$ cat src/rtl/microwave_pkg.sv
// Shared constants for the microwave cook-time controller: state encodings,
// BCD digit limits and the quick-start increment.
package microwave_pkg;

  localparam int unsigned STATE_W = 2;
  localparam int unsigned BCD_W   = 4;

  localparam logic [STATE_W-1:0] IDLE    = 2'd0;
  localparam logic [STATE_W-1:0] COOKING = 2'd1;
  localparam logic [STATE_W-1:0] PAUSED  = 2'd2;
  localparam logic [STATE_W-1:0] DONE    = 2'd3;

  localparam int unsigned SEC_TENS_MAX = 5;
  localparam int unsigned MIN_MAX      = 9;
  localparam int unsigned ADD_SECONDS  = 30;

  typedef struct packed {
    logic [BCD_W-1:0] minutes;
    logic [BCD_W-1:0] tens;
    logic [BCD_W-1:0] ones;
  } bcd_time_t;

endpackage

$ cat src/rtl/bcd_time_counter.sv
// M:SS BCD time register with keypad shift-in, clear, 1 s decrement with
// borrow and a saturating add of ADD_SECONDS. Operation priority: clear > dec > add > shift.
module bcd_time_counter
  import microwave_pkg::*;
(
  input  logic             clk,
  input  logic             reset,
  input  logic             clear,
  input  logic             shift,
  input  logic [BCD_W-1:0] digit,
  input  logic             dec,
  input  logic             add,
  output logic [BCD_W-1:0] seconds_ones,
  output logic [BCD_W-1:0] seconds_tens,
  output logic [BCD_W-1:0] minutes,
  output logic             zero_c,
  output logic             last_sec_c
);

  localparam int unsigned ADD_ONES = ADD_SECONDS % 10;
  localparam int unsigned ADD_TENS = ADD_SECONDS / 10;

  bcd_time_t  time_q, time_d, dec_t, add_t;
  logic [4:0] ones_sum, tens_sum, min_sum;
  logic       ones_cy, tens_cy;

  // One-second decrement with borrow across units, tens and minutes
  always_comb begin
    dec_t = time_q;
    if (time_q.ones != 4'd0) begin
      dec_t.ones = time_q.ones - 4'd1;
    end else begin
      dec_t.ones = 4'd9;
      if (time_q.tens != 4'd0) begin
        dec_t.tens = time_q.tens - 4'd1;
      end else begin
        dec_t.tens    = 4'(SEC_TENS_MAX);
        dec_t.minutes = time_q.minutes - 4'd1;
      end
    end
  end

  // Add ADD_SECONDS with BCD carry, clamping to the largest displayable time
  always_comb begin
    ones_sum      = 5'(time_q.ones) + 5'(ADD_ONES);
    ones_cy       = (ones_sum > 5'd9);
    tens_sum      = 5'(time_q.tens) + 5'(ADD_TENS) + 5'(ones_cy);
    tens_cy       = (tens_sum > 5'(SEC_TENS_MAX));
    min_sum       = 5'(time_q.minutes) + 5'(tens_cy);
    add_t.ones    = ones_cy ? 4'(ones_sum - 5'd10) : ones_sum[3:0];
    add_t.tens    = tens_cy ? 4'(tens_sum - 5'(SEC_TENS_MAX + 1)) : tens_sum[3:0];
    add_t.minutes = min_sum[3:0];
    if (min_sum > 5'(MIN_MAX)) begin
      add_t.minutes = 4'(MIN_MAX);
      add_t.tens    = 4'(SEC_TENS_MAX);
      add_t.ones    = 4'd9;
    end
  end

  always_comb begin
    time_d = time_q;
    if (clear) begin
      time_d = '0;
    end else if (dec) begin
      time_d = dec_t;
    end else if (add) begin
      time_d = add_t;
    end else if (shift && (digit <= 4'd9) && (time_q.ones <= 4'(SEC_TENS_MAX))) begin
      time_d.minutes = time_q.tens;
      time_d.tens    = time_q.ones;
      time_d.ones    = digit;
    end
  end

  always_ff @(posedge clk) begin
    if (reset) begin
      time_q <= '0;
    end else begin
      time_q <= time_d;
    end
  end

  assign seconds_ones = time_q.ones;
  assign seconds_tens = time_q.tens;
  assign minutes      = time_q.minutes;
  assign zero_c       = (time_q == '0);
  assign last_sec_c   = (time_q.minutes == 4'd0) && (time_q.tens == 4'd0) && (time_q.ones == 4'd1);

endmodule

$ cat src/rtl/microwave_timer_ctrl.sv
// Microwave cook-time controller: oven FSM, 1 s prescaler and registered output decode.
// Define QUICK_START_EN to enable the 0:30 quick start and +30 s while cooking.
module microwave_timer_ctrl
  import microwave_pkg::*;
#(
  parameter int unsigned TICKS_PER_SEC = 100
) (
  input  logic               clk,
  input  logic               reset,
  input  logic               digit_valid,
  input  logic [BCD_W-1:0]   digit,
  input  logic               start,
  input  logic               stop_clear,
  input  logic               door_closed,
  output logic [BCD_W-1:0]   seconds_ones,
  output logic [BCD_W-1:0]   seconds_tens,
  output logic [BCD_W-1:0]   minutes,
  output logic               mag_on,
  output logic               lamp_on,
  output logic               done_beep,
  output logic [STATE_W-1:0] state
);

  localparam int unsigned          PRESC_W    = (TICKS_PER_SEC > 1) ? $clog2(TICKS_PER_SEC) : 1;
  localparam logic [PRESC_W-1:0]   PRESC_LAST = PRESC_W'(TICKS_PER_SEC - 1);

  logic [STATE_W-1:0] state_q, state_d;
  logic [PRESC_W-1:0] presc_q, presc_d;
  logic               mag_q, lamp_q, beep_q;
  logic               cnt_clear, cnt_shift, cnt_dec, cnt_add;
  logic               zero_c, last_sec_c, tick_c;

  bcd_time_counter u_time (
    .clk          (clk),
    .reset        (reset),
    .clear        (cnt_clear),
    .shift        (cnt_shift),
    .digit        (digit),
    .dec          (cnt_dec),
    .add          (cnt_add),
    .seconds_ones (seconds_ones),
    .seconds_tens (seconds_tens),
    .minutes      (minutes),
    .zero_c       (zero_c),
    .last_sec_c   (last_sec_c)
  );

  assign tick_c = (presc_q == PRESC_LAST);

  // Next state and counter control; prescaler is zero whenever not cooking
  always_comb begin
    state_d   = state_q;
    presc_d   = '0;
    cnt_clear = 1'b0;
    cnt_shift = 1'b0;
    cnt_dec   = 1'b0;
    cnt_add   = 1'b0;
    case (state_q)
      IDLE: begin
        if (stop_clear) begin
          cnt_clear = 1'b1;
        end else if (start && door_closed && !zero_c) begin
          state_d = COOKING;
`ifdef QUICK_START_EN
        end else if (start && door_closed) begin
          cnt_add = 1'b1;
          state_d = COOKING;
`endif
        end else if (digit_valid) begin
          cnt_shift = 1'b1;
        end
      end
      COOKING: begin
        if (stop_clear || !door_closed) begin
          state_d = PAUSED;
`ifdef QUICK_START_EN
        end else if (start) begin
          cnt_add = 1'b1;
          presc_d = presc_q;
`endif
        end else if (tick_c) begin
          cnt_dec = 1'b1;
          if (last_sec_c) begin
            state_d = DONE;
          end
        end else begin
          presc_d = presc_q + PRESC_W'(1);
        end
      end
      PAUSED: begin
        if (stop_clear) begin
          cnt_clear = 1'b1;
          state_d   = IDLE;
        end else if (start && door_closed) begin
          state_d = COOKING;
        end
      end
      default: begin
        if (stop_clear || !door_closed) begin
          state_d = IDLE;
        end
      end
    endcase
  end

  always_ff @(posedge clk) begin
    if (reset) begin
      state_q <= IDLE;
      presc_q <= '0;
      mag_q   <= 1'b0;
      lamp_q  <= 1'b0;
      beep_q  <= 1'b0;
    end else begin
      state_q <= state_d;
      presc_q <= presc_d;
      mag_q   <= (state_d == COOKING);
      lamp_q  <= (state_d == COOKING) || (state_d == PAUSED) || !door_closed;
      beep_q  <= (state_d == DONE);
    end
  end

  assign state     = state_q;
  assign mag_on    = mag_q;
  assign lamp_on   = lamp_q;
  assign done_beep = beep_q;

endmodule
$ cat config.mk
export PLATFORM = sky130hd
export DESIGN_NAME = microwave_timer_ctrl
export DESIGN_NICKNAME = d
export VERILOG_FILES = /design/src/rtl/microwave_pkg.sv /design/src/rtl/bcd_time_counter.sv /design/src/rtl/microwave_timer_ctrl.sv
export SDC_FILE = /design/constraint.sdc
export NUM_CORES = 1
export LEC_CHECK = 0
export BUFFER_PORTS_ARGS = -buffer_cell sky130_fd_sc_hd__buf_2
export CAP_MARGIN = 10
export CORE_MARGIN = 2
export CORE_UTILIZATION = 60
export CTS_CLUSTER_DIAMETER = 80
export DETAILED_ROUTE_END_ITERATION = 7
export HOLD_SLACK_MARGIN = 0.02
export PLACE_DENSITY = 0.83
export SLEW_MARGIN = 40
export SYNTH_ARGS = -nofsm -noshare
export SYNTH_HDL_FRONTEND = slang
export SYNTH_HIERARCHICAL = 1
export SYNTH_SLANG_ARGS = --single-unit
$ cat constraint.sdc
create_clock -name clk -period 7.57 [get_ports clk]
set_input_delay 0.757 -clock clk [delete_from_list [all_inputs] [get_ports clk]]
set_output_delay 0.757 -clock clk [all_outputs]
set_load 0.005 [all_outputs]
* Word-level counts from Yosys, hierarchy flattened
Cells that the tools add are included.
** Word-level totals
- Word-level logic and storage cells :: 71
- Output and inout port bits :: 17
- Register bits :: 24
** Operators by class
- $lt $le $gt $ge :: 2
- Add/sub/neg operators :: 4
- Eq/ne operators :: 9
- Bitwise operators :: 1
- Reduce and logical (&&, ||, !) cells :: 23
- Mux-type cells :: 24
** Operator list (count)
- 12-bit two-way mux :: 2
- 2-bit two-way mux :: 8
- 12-bit zero test :: 1
- 4-bit two-way mux :: 3
- 4-bit by 1-bit subtractor with 4-bit output (second input constant) :: 3
- 1-bit two-way mux :: 9
- 4-bit zero test :: 2
- 8-bit two-way mux :: 1
- 4-bit nonzero test :: 2
- 7-bit by 1-bit adder with 7-bit output (second input constant) :: 1
- 7-bit == test (second input constant) :: 1
- 2-bit == test (second input constant) :: 3
- 1-bit logical AND :: 6
- 2-bit one-hot mux with 3 select lines :: 1
- 2-bit by 1-bit == test with 1-bit output (second input constant) :: 2
- 4-bit by 1-bit == test with 1-bit output (second input constant) :: 1
- 4-bit by 3-bit less-or-equal comparator with 1-bit output (second input constant) :: 1
- 4-bit less-or-equal comparator (second input constant) :: 1
- 2-bit != test (second input constant) :: 2
- 2-bit OR reduction :: 2
- 4-bit OR reduction :: 1
- 1-bit logical OR :: 3
- 3-bit AND reduction :: 1
- 1-bit zero test :: 2
- other kinds (4) :: 4

* Logic depth before layout (Yosys ltp)
Gate-level depths: netlist (run 1).
- Depth in word-level cells :: 10
- Mapped depth :: 17
- Gate-level depth less buffers :: 16

* Cells and area by module
The synthesis (run 1) kept the hierarchy.
** By module, submodules not included
- bcd_time_counter :: area each 1406.3 µm², seq. area each 240.2 µm², instances 1, cells each 184
- microwave_timer_ctrl :: area each 581.8 µm², seq. area each 240.2 µm², instances 1, cells each 66

* Worst setup path before layout (run 1)
Ideal clock, no wire load.
- Path kind :: reg-to-reg
- From :: register u_time.time_q, in the netlist u_time/seconds_ones[1]
- To :: register u_time.time_q, in the netlist u_time/seconds_tens[1]
- Required time :: 7.452 ns
- Setup slack :: 5.019 ns
- Cell stages (with the launch flop) :: 13
- Arrival :: 2.433 ns
- Period minus slack after synthesis :: 2.551 ns
- Setup time :: 0.118 ns
- Cell sequence :: dfxtp_1 clkbuf_1 o21ai_0 ha_1 ha_1 xor2_1 inv_1 ha_1 nor2b_1 o32ai_1 o21ai_0 xnor2_1 a21oi_2
** Between the ends
- Cells in the longest elaborated chain, start to end :: 10
- Elaborated cells on any way between the ends :: 15
** Ends and longest elaborated chain
- start: declaration :: RTL line bcd_time_counter.sv:23 : bcd_time_t time_q, time_d, dec_t, add_t;
- start signal: assignment :: RTL line bcd_time_counter.sv:79 : time_q <= time_d;
- 12-bit zero test :: RTL line bcd_time_counter.sv:86 : assign zero_c = (time_q == '0);
- 1-bit zero test :: RTL line microwave_timer_ctrl.sv:62 : end else if (start && door_closed && !zero_c) begin
- 1-bit logical AND :: RTL line microwave_timer_ctrl.sv:62
- 1-bit two-way mux :: RTL line microwave_timer_ctrl.sv:62
- 1-bit two-way mux :: RTL line microwave_timer_ctrl.sv:60 : if (stop_clear) begin
- 1-bit two-way mux :: RTL line microwave_timer_ctrl.sv:58 : case (state_q)
- 1-bit logical AND (2 in series) :: RTL line bcd_time_counter.sv:68 : end else if (shift && (digit <= 4'd9) && (time_q.ones <= 4'(SEC_TENS_MAX))) begin
- 2-bit nonzero test (no source line)
- 2-bit AND reduction (no source line)
Several ways; a longest one is shown, not always the timed one. The select of a mux whose other input is x is not followed.
A chain may end at the register's enable or synchronous reset.

* Final worst setup path (run 1)
- From :: register u_time.time_q, in the netlist u_time/minutes[1]
- To :: register u_time.time_q, in the netlist u_time/minutes[2]
** Between the ends
- Cells in the longest elaborated chain, start to end :: 10
- Elaborated cells on any way between the ends :: 14
** Ends and longest elaborated chain
- 12-bit zero test :: RTL line bcd_time_counter.sv:86
- via zero_c :: RTL line microwave_timer_ctrl.sv:31 : logic zero_c, last_sec_c, tick_c;
- 1-bit zero test :: RTL line microwave_timer_ctrl.sv:62
- 1-bit logical AND :: RTL line microwave_timer_ctrl.sv:62
- 1-bit two-way mux :: RTL line microwave_timer_ctrl.sv:62
- 1-bit two-way mux :: RTL line microwave_timer_ctrl.sv:60
- 1-bit two-way mux :: RTL line microwave_timer_ctrl.sv:58
- via cnt_shift :: RTL line microwave_timer_ctrl.sv:30 : logic cnt_clear, cnt_shift, cnt_dec, cnt_add;
- 1-bit logical AND (2 in series) :: RTL line bcd_time_counter.sv:68
- 2-bit nonzero test (no source line)
- 3-bit AND reduction (no source line)
The timed path passes the listed nets, and every way through them passes these cells. The select of a mux whose other input is x is not followed.

==> reports/qor.csv, run 1 <==
metric,value,unit
hold path cells,1,
I/O pin cnt,27,
initial antenna violation count,0,
post-CTS setup buffers,0,
Post-Synthesis Cell Area,1990,µm²
Core ar.,3100,µm²
CP Capture Type,register,
final hold vios,0,
depth of the worst register-to-register path,11,
status,completed,
fmax,344,MHz
clk slew on worst S/H paths,0.15,ns
Buf/Inv on CP,1,
initial drt markers,163,
deepest clock path buffer count,2,
r2r setup slk,4.66,ns
crit start category,register,
first-pass GRT wire length,7.37,mm
H-tree Lvls,1,
"FFs w/ async S/R, synth",0,%
"most common cell after layout, fill and taps aside",buf_2,
TNS Setup,0,ns
crit-path leading delay family,compound AO/OA/AOI/OAI gates,
critical path depth in cells,11,
vias in the first global route,1641,
CTS Sinks,24,
remaining antenna violation count,0,
"Clk Latency, worst-skew pair",0.32,ns
pins over their slew limit,0,
Pleak,0.864,nW
Total Wirelength,4.53,mm
Total GRT Usage,25.3,%
area of placed instances,2100,µm²
design area,2160,µm²
register bit total from synthesis,24,
CTS tree,built,
clk_skew,0.0172,ns
CP Data Arrival Time,3.15,ns
# setup viols final,0,
CP Data Required Time,7.81,ns
Vias,1898,
largest net degree at the start of global routing,22,
Pre-Repair DR Iteration Count,5,
Cell variety after synth,70,
worst hold path type,reg -> reg,
Worst VDD drop,0.0000777,V
die width,61.6,µm
placed wire-length estimate,3.27,mm
Slowest cell on crit path,dfxtp_1,
Crit path largest cell delay,0.40,ns
# rows,20,
CP cell instances,"inv_1, ha_1, nor4b_1, nand3_1, nor3_1, o2111a_1, nand2b_4, o31a_4, nor2_2, o21ai_0, a32o_1",
hold_buf cts,0,
Worst-Margin Slew,0.587,ns
Syn-to-layout area delta,8.50,%
fin crit period,2.91,ns
Mapped Cells,250,
Vias per Instance,6.10,
Total Nets Final,291,
most frequent cells in the layout,"buf_2, dfxtp_1, o21ai_0",
fraction of layout cells with a size suffix above 1,19.1,%
Die ar.,3790,µm²
Die Height,61.6,µm
GP Congestion,0.876,
Synth Flop Type,dfxtp_1,
Inserted Diodes,0,
Max-Slew Margin vs Limit,60.8,%
Final period util,38.5,%
RSZ-0062 raised after global routing,no,
Mapped Avg Cell Area,7.95,µm²
Buffers on Ports,26,
initial cell density of the core,64.1,%
drt wl/cell,14.6,µm
Num CTS Buffers,3,
CP max FO,8,
"Seq/Total Area, Yosys",24.2,%
Resize count post-CTS,0,
GR Overflow Total,0,
count of max-cap constraint violations,0,
PwrDens,141,nW/µm²
Post-synth EDFFs,0,
WS Path Type,reg -> reg,
DRC Markers,0,
Ys Warns,6,
CTS root buffer,clkbuf_4,
-- per-layer routing --
layer  routed length (µm)  global-route usage (%)
met1                 2160                    34.8
met2                 2050                    40.9
met3                  287                    4.20
met4                   32                    6.99
met5                    0                       0
-- sequential cells by signal, indices dropped and copies added (netlist names) --
name	count
presc_q	7
u_time/minutes	4
u_time/seconds_ones	4
u_time/seconds_tens	4
state	2
done_beep	1
lamp_on	1
mag_on	1
-- cells by family after synthesis --
| group | Yosys count | share of synthesized area (%) |
|---|---|---|
| AND/OR/NAND/NOR | 93 | 26.7 |
| other | 1 | 0.189 |
| XOR/XNOR | 10 | 4.41 |
| flip-flops | 24 | 24.2 |
| buffers and inverters | 31 | 7.17 |
| multiplexers | 4 | 2.08 |
| AO/OA/AOI/OAI | 74 | 27.1 |
| adder cells (fa/ha/maj) | 13 | 8.18 |
-- worst register-to-register path, stage by stage, from the launching register on --
cell	delay [ns]
dfxtp_1	0.40
inv_1	0.12
ha_1	0.17
nor4b_1	0.31
nand3_1	0.18
nor3_1	0.25
o2111a_1	0.28
nand2b_4	0.06
o31a_4	0.39
nor2_2	0.24
o21ai_0	0.14
a32o_1	0.27
-- layout make-up --
| type | instances | area [µm²] |
|---|---|---|
| inverters | 16 | 60.1 |
| fillers | 267 | 946 |
| repair buffers | 27 | 138 |
| clock buffers | 3 | 22.5 |
| well taps | 44 | 55.1 |
| flip-flops and latches | 24 | 480 |
| clock inverters | 1 | 30.0 |
| multi-input cells | 196 | 1370 |
-- worst paths after layout --
check,startpoint,endpoint
max,u_time/minutes[1]$_SDFFE_PP0P_,u_time/minutes[2]$_SDFFE_PP0P_
min,presc_q[0]$_SDFF_PP0_,presc_q[0]$_SDFF_PP0_
max reg2reg,u_time/minutes[1]$_SDFFE_PP0P_,u_time/minutes[2]$_SDFFE_PP0P_
min reg2reg,presc_q[0]$_SDFF_PP0_,presc_q[0]$_SDFF_PP0_
-- metrics by stage --
| step | power (mW) | hold WS [ns] | worst slack [ns] | std cells | utilization [%] |
|---|---|---|---|---|---|
| floorplan | 0.191 | 0.439 | 5.02 | 251 | - |
| global placement | 0.207 | 0.455 | 4.81 | 307 | 67.7 |
| detailed placement | 0.208 | 0.465 | 4.80 | 307 | 67.7 |
| CTS | 0.302 | 0.498 | 4.72 | 311 | 69.4 |
| global route | 0.318 | 0.526 | 4.48 | 311 | 69.5 |
| finish | 0.303 | 0.497 | 4.66 | 311 | 69.5 |
-- Yosys cell counts (all sizes together) (3+ instances only) --
master / n / area [µm²]
o31ai: 3 / 22.5
inv: 16 / 60.1
a21oi: 15 / 78.8
xor2: 5 / 43.8
a31oi: 4 / 25.0
a211oi: 3 / 22.5
nor2: 21 / 104
dfxtp: 24 / 480
and2: 3 / 18.8
mux2i: 3 / 30.0
nand2: 16 / 60.1
xnor2: 5 / 43.8
clkbuf: 9 / 35.0
nand3: 7 / 35.0
nand2b: 6 / 45.0
nor2b: 7 / 43.8
nor3: 9 / 45.0
or3: 5 / 31.3
ha: 13 / 163
o21ai: 19 / 95.1
buf: 6 / 47.5
and2b: 3 / 22.5
-- report_power, final --
| part | total [mW] | leakage (nW) | internal, mW | switching (mW) |
|---|---|---|---|---|
| clock network | 0.0947 | 0.0279 | 0.0535 | 0.0412 |
| registers | 0.137 | 0.195 | 0.130 | 0.00733 |
| logic | 0.0716 | 0.642 | 0.0308 | 0.0408 |
| total | 0.303 | 0.864 | 0.214 | 0.0893 |
Power figures use the tool's default switching activity.
==> run 2: changes to the inputs <==
--- a/config.mk
+++ b/config.mk
@@ -8,11 +8,11 @@
 export BUFFER_PORTS_ARGS = -buffer_cell sky130_fd_sc_hd__buf_2
 export CAP_MARGIN = 10
 export CORE_MARGIN = 2
-export CORE_UTILIZATION = 60
+export CORE_UTILIZATION = 52
 export CTS_CLUSTER_DIAMETER = 80
 export DETAILED_ROUTE_END_ITERATION = 7
 export HOLD_SLACK_MARGIN = 0.02
-export PLACE_DENSITY = 0.83
+export PLACE_DENSITY = 0.76
 export SLEW_MARGIN = 40
 export SYNTH_ARGS = -nofsm -noshare
 export SYNTH_HDL_FRONTEND = slang
==> constraint.sdc (replaced) <==
create_clock -name clk -period 2.5 [get_ports clk]
set_input_delay 0.25 -clock clk [delete_from_list [all_inputs] [get_ports clk]]
set_output_delay 0.25 -clock clk [all_outputs]
set_load 0.005 [all_outputs]
==> reports/qor.csv, run 2 (synthesis results as in run 1) <==
metric,value,unit
GP Congestion,0.872,
largest net degree at the start of global routing,16,
area of the multi-input gates,1420,µm²
remaining antenna violation count,0,
Core ar.,3660,µm²
H-tree Lvls,1,
clk slew on worst S/H paths,0.09,ns
pins over their slew limit,0,
Fillers,301,
CP Data Required Time,2.71,ns
Die ar.,4330,µm²
DRC Markers,0,
post-layout util,67.5,%
"most common cell after layout, fill and taps aside",buf_4,
Comb pwr share,30.1,%
# setup viols final,0,
Num CTS Buffers,3,
initial drt markers,177,
fraction of layout cells with a size suffix above 1,31.4,%
Total Nets Final,323,
CP max FO,3,
Sequential Power Share,37.5,%
Int Pwr,0.769,mW
Max-Slew Margin vs Limit,66.4,%
Crit path largest cell delay,0.34,ns
TNS Setup,0,ns
most frequent cells in the layout,"buf_4, buf_2, dfxtp_1",
NetSw,0.300,mW
Worst-Margin Slew,0.498,ns
CP cell instances,"inv_2, ha_1, nor4b_4, nand3_2, nor3_2, buf_4, buf_4, buf_4, buf_4, buf_4, buf_4, nand2b_1, a21oi_2, nor2_1, ha_1, a21oi_1",
die width,65.8,µm
# rows,22,
drt wl/cell,14.4,µm
area of placed instances,2280,µm²
Syn-to-layout area delta,24.2,%
RSZ-0062 raised after global routing,yes,
clock share of power,32.4,%
Overall Power,1.07,mW
crit start category,register,
Vias per Instance,5.84,
Crit path top cell by count,buf_4,
clk_skew,0.00303,ns
most flop-heavy register,presc_q,
worst hold path type,in -> reg,
Buffers on Ports,26,
max FFs per register,7,
vias in the first global route,1785,
PwrDens,433,nW/µm²
minimum hold slack,0.221,ns
CP Capture Type,register,
Total GRT Usage,24.4,%
Die Height,65.8,µm
CTS Sinks,24,
Total Wirelength,4.99,mm
Inserted Diodes,0,
FF/Latch Area,484,µm²
Pre-Repair DR Iteration Count,5,
deepest clock path buffer count,2,
I/O pin cnt,27,
Vias,2026,
design area,2470,µm²
"Clk Latency, worst-skew pair",0.27,ns
placed wire-length estimate,3.65,mm
Worst VDD drop,0.000209,V
CTS tree,built,
first-pass GRT wire length,8.32,mm
fmax,420,MHz
WS Path Type,reg -> reg,
GR Overflow Total,0,
Slowest cell on crit path,dfxtp_2,
status,completed,
fin crit period,2.38,ns
Final period util,95.2,%
CP Data Arrival Time,2.58,ns
count of max-cap constraint violations,0,
CTS root buffer,clkbuf_8,
initial cell density of the core,54.3,%
initial antenna violation count,0,
Pleak,1.06,nW
Sw Ratio,28.1,%
final hold vios,0,
run 2: cell count changes in the layout (fill, tap and decap cells not counted), moves of 3 or more:
cell / previous run / this run
clkbuf_4: 3 / 0
buf_4: 1 / 33
dfxtp_2: 0 / 3
dfxtp_1: 24 / 21
clkbuf_8: 0 / 3
run 2: power groups by stage:
stage | clock network [mW] | registers, mW | logic [mW]
3_3_place_gp | 0 | 0.407 | 0.246
4_1_cts | 0.348 | 0.399 | 0.289
3_5_place_dp | 0 | 0.408 | 0.250
6_report | 0.346 | 0.401 | 0.322
2_1_floorplan | 0 | 0.412 | 0.168
5_1_grt | 0.365 | 0.403 | 0.352
run 2: worst max-delay path, delay by kind of cell, from the launching register on:
family	cells	cell delay (ns)
adder cells (fa/ha/maj)	2	0.42
AND/OR/NAND/NOR	5	0.62
flip-flops	1	0.34
buffers and inverters	7	0.64
AO/OA/AOI/OAI	2	0.30
run 2: final timing paths:
| path | startpoint | to | slack [ns] | cells after the start |
|---|---|---|---|---|
| worst max-delay path | u_time/minutes[1]$_SDFFE_PP0P_ | lamp_on$_SDFF_PP0_ | 0.12 | 16 |
| worst min-delay path | door_closed | lamp_on$_SDFF_PP0_ | 0.22 | 2 |
| worst max register to register | u_time/minutes[1]$_SDFFE_PP0P_ | lamp_on$_SDFF_PP0_ | 0.12 | 16 |
| worst min register to register | presc_q[0]$_SDFF_PP0_ | presc_q[0]$_SDFF_PP0_ | 0.48 | 1 |
run 2: cell type report:
class	count	area share (%)
Clock buffer	3	1.67
Clock inverter	1	1.22
Inverter	16	2.43
Multi-Input combinational cell	196	57.3
Sequential cell	24	19.6
Tap cell	48	2.43
Timing Repair Buffer	59	15.3
run 2: routing by layer:
layer	vias to the layer above	global-route usage [%]	part of all wire, %
li1	1007	-	-
met2	78	40.4	47
met5	-	0	0
met3	8	3.07	5.4
met1	933	33.5	47
met4	0	6.51	0.90
run 2: through the flow:
step | std cells | worst slack, ns
floorplan | 251 | 0.0370
global placement | 334 | 0.0376
detailed placement | 334 | -0.109
CTS | 344 | 0.0118
global route | 347 | -0.0583
finish | 347 | 0.121
run 2: what timing repair did:
item | CTS | global route
endpoints found under the setup margin | 12 | 15
hold buffers | 0 | 0
pin swaps | 3 | 5
gates resized for setup | 4 | 10
setup buffers | 6 | 3
==> run 3: changes to the inputs <==
--- a/config.mk
+++ b/config.mk
@@ -8,11 +8,12 @@
 export BUFFER_PORTS_ARGS = -buffer_cell sky130_fd_sc_hd__buf_2
 export CAP_MARGIN = 10
 export CORE_MARGIN = 2
-export CORE_UTILIZATION = 52
+export CORE_UTILIZATION = 50
 export CTS_CLUSTER_DIAMETER = 80
 export DETAILED_ROUTE_END_ITERATION = 7
+export GPL_TIMING_DRIVEN = 0
 export HOLD_SLACK_MARGIN = 0.02
-export PLACE_DENSITY = 0.76
+export PLACE_DENSITY = 0.74
 export SLEW_MARGIN = 40
 export SYNTH_ARGS = -nofsm -noshare
 export SYNTH_HDL_FRONTEND = slang
==> reports/qor.csv, run 3 (synthesis results as in run 1) <==
metric,value,unit
first-pass GRT wire length,8.06,mm
Syn-to-layout area delta,23.2,%
I/O pin cnt,27,
final hold vios,0,
CTS tree,built,
FF/Latch Area,493,µm²
Total GRT Usage,23.3,%
pins over their slew limit,0,
initial cell density of the core,53.1,%
placed wire-length estimate,3.59,mm
Inserted Diodes,0,
Buffers on Ports,26,
drt wl/cell,15.6,µm
fraction of layout cells with a size suffix above 1,32.4,%
minimum hold slack,0.221,ns
max FFs per register,7,
hold_buf cts,0,
Fillers,349,
H-tree Lvls,1,
CP max FO,7,
die width,67.1,µm
Pleak,0.989,nW
Num CTS Buffers,3,
Non-Filler Instances,332,
Worst-Margin Slew,0.575,ns
PwrDens,381,nW/µm²
Place WS,-0.362,ns
GR Overflow Total,0,
largest net degree at the start of global routing,15,
area of the multi-input gates,1530,µm²
Die ar.,4500,µm²
Vias per Instance,6.02,
vias in the first global route,1806,
crit start category,register,
deepest clock path buffer count,2,
remaining antenna violation count,0,
initial antenna violation count,0,
CP Capture Type,register,
Crit path largest cell delay,0.40,ns
GP Congestion,0.911,
CTS root buffer,clkbuf_8,
Max-Slew Margin vs Limit,61.2,%
Worst VDD drop,0.000268,V
CP Data Required Time,2.64,ns
worst hold path type,in -> reg,
fmax,403,MHz
RSZ-0062 raised after global routing,yes,
# rows,22,
initial drt markers,100,
post-layout util,65.4,%
fin crit period,2.48,ns
most flop-heavy register,presc_q,
WS Path Type,reg -> reg,
Final WS setup,0.0160,ns
Die Height,67.1,µm
count of max-cap constraint violations,0,
Total Nets Final,309,
clk slew on worst S/H paths,0.08,ns
crit-path leading delay family,simple AND/OR/NAND/NOR gates,
DRC Markers,0,
Core ar.,3740,µm²
status,completed,
DP Cell Count,325,
most frequent cells in the layout,"buf_2, nand2_1, dfxtp_1",
CP Data Arrival Time,2.63,ns
CTS Sinks,24,
"most common cell after layout, fill and taps aside",buf_2,
Vias,1998,
# setup viols final,0,
Slowest cell on crit path,dfxtp_2,
Final period util,99.4,%
Total Wirelength,5.17,mm
"Clk Latency, worst-skew pair",0.26,ns
Buf/Inv on CP,0,
area of placed instances,2180,µm²
clk_skew,0.00184,ns
Pre-Repair DR Iteration Count,4,
CP cell instances,"nor4_4, nand3_2, nor3_4, o2111a_1, nand2b_4, o31a_4, or2_4, mux2i_2, nor3_2",
design area,2450,µm²
[run 3: changes by cell type in the layout (fill, tap and decap cells not counted), sizes merged]
cell	before	now
clkbuf	3	9
bufinv	1	0
buf	59	39
[run 3: power by group]
group | switching [mW] | internal, mW
sequential | 0.0163 | 0.393
clock | 0.122 | 0.108
combinational | 0.158 | 0.137
total | 0.296 | 0.637
[run 3: through the flow]
| step | TNS (ns) | total power [mW] |
|---|---|---|
| 5_1_grt | -0.0788 | 0.981 |
| 3_3_place_gp | -2.87 | 0.634 |
| 4_1_cts | 0 | 0.898 |
| 2_1_floorplan | 0 | 0.580 |
| 6_report | 0 | 0.933 |
| 3_5_place_dp | -2.76 | 0.638 |
[run 3: path summary, 6_finish.rpt]
| kind | from | endpoint | slack, ns | cells past startpoint |
|---|---|---|---|---|
| setup / recovery | u_time/seconds_tens[2]$_SDFFE_PP0P_ | u_time/seconds_tens[2]$_SDFFE_PP0P_ | 0.02 | 9 |
| hold / removal | door_closed | lamp_on$_SDFF_PP0_ | 0.22 | 2 |
| setup reg to reg | u_time/seconds_tens[2]$_SDFFE_PP0P_ | u_time/seconds_tens[2]$_SDFFE_PP0P_ | 0.02 | 9 |
| hold reg to reg | presc_q[0]$_SDFF_PP0_ | presc_q[0]$_SDFF_PP0_ | 0.48 | 1 |
[run 3: area by class of cell]
cell class,instances,share of cell area [%]
clock buffers,3,1.69
inverters,16,2.66
multi-input cells,196,62.6
flip-flops and latches,24,20.1
plain buffers,12,3.01
repair buffers,33,7.46
well taps,48,2.45
[run 3: worst register-to-register path, cell delays in order, from the launching register on]
cell	delay (ns)
dfxtp_2	0.40
nor4_4	0.34
nand3_2	0.16
nor3_4	0.16
o2111a_1	0.28
nand2b_4	0.06
o31a_4	0.39
or2_4	0.30
mux2i_2	0.24
nor3_2	0.05
[run 3: repair_timing]
| action | in CTS | in global routing |
|---|---|---|
| pin swaps | 7 | 14 |
| gates resized for setup | 24 | 28 |
| setup buffers | 3 | 4 |
| setup endpoints to repair | 12 | 10 |
[run 3: routing by layer]
| metal | vias to the layer above | wire, µm | track usage (%) | part of all wire, % |
|---|---|---|---|---|
| met3 | 14 | 288 | 3.72 | 5.6 |
| met5 | - | 0 | 0 | 0 |
| li1 | 977 | - | - | - |
| met1 | 939 | 2310 | 31.2 | 45 |
| met4 | 0 | 118 | 7.65 | 2.3 |
| met2 | 68 | 2450 | 37.9 | 47 |
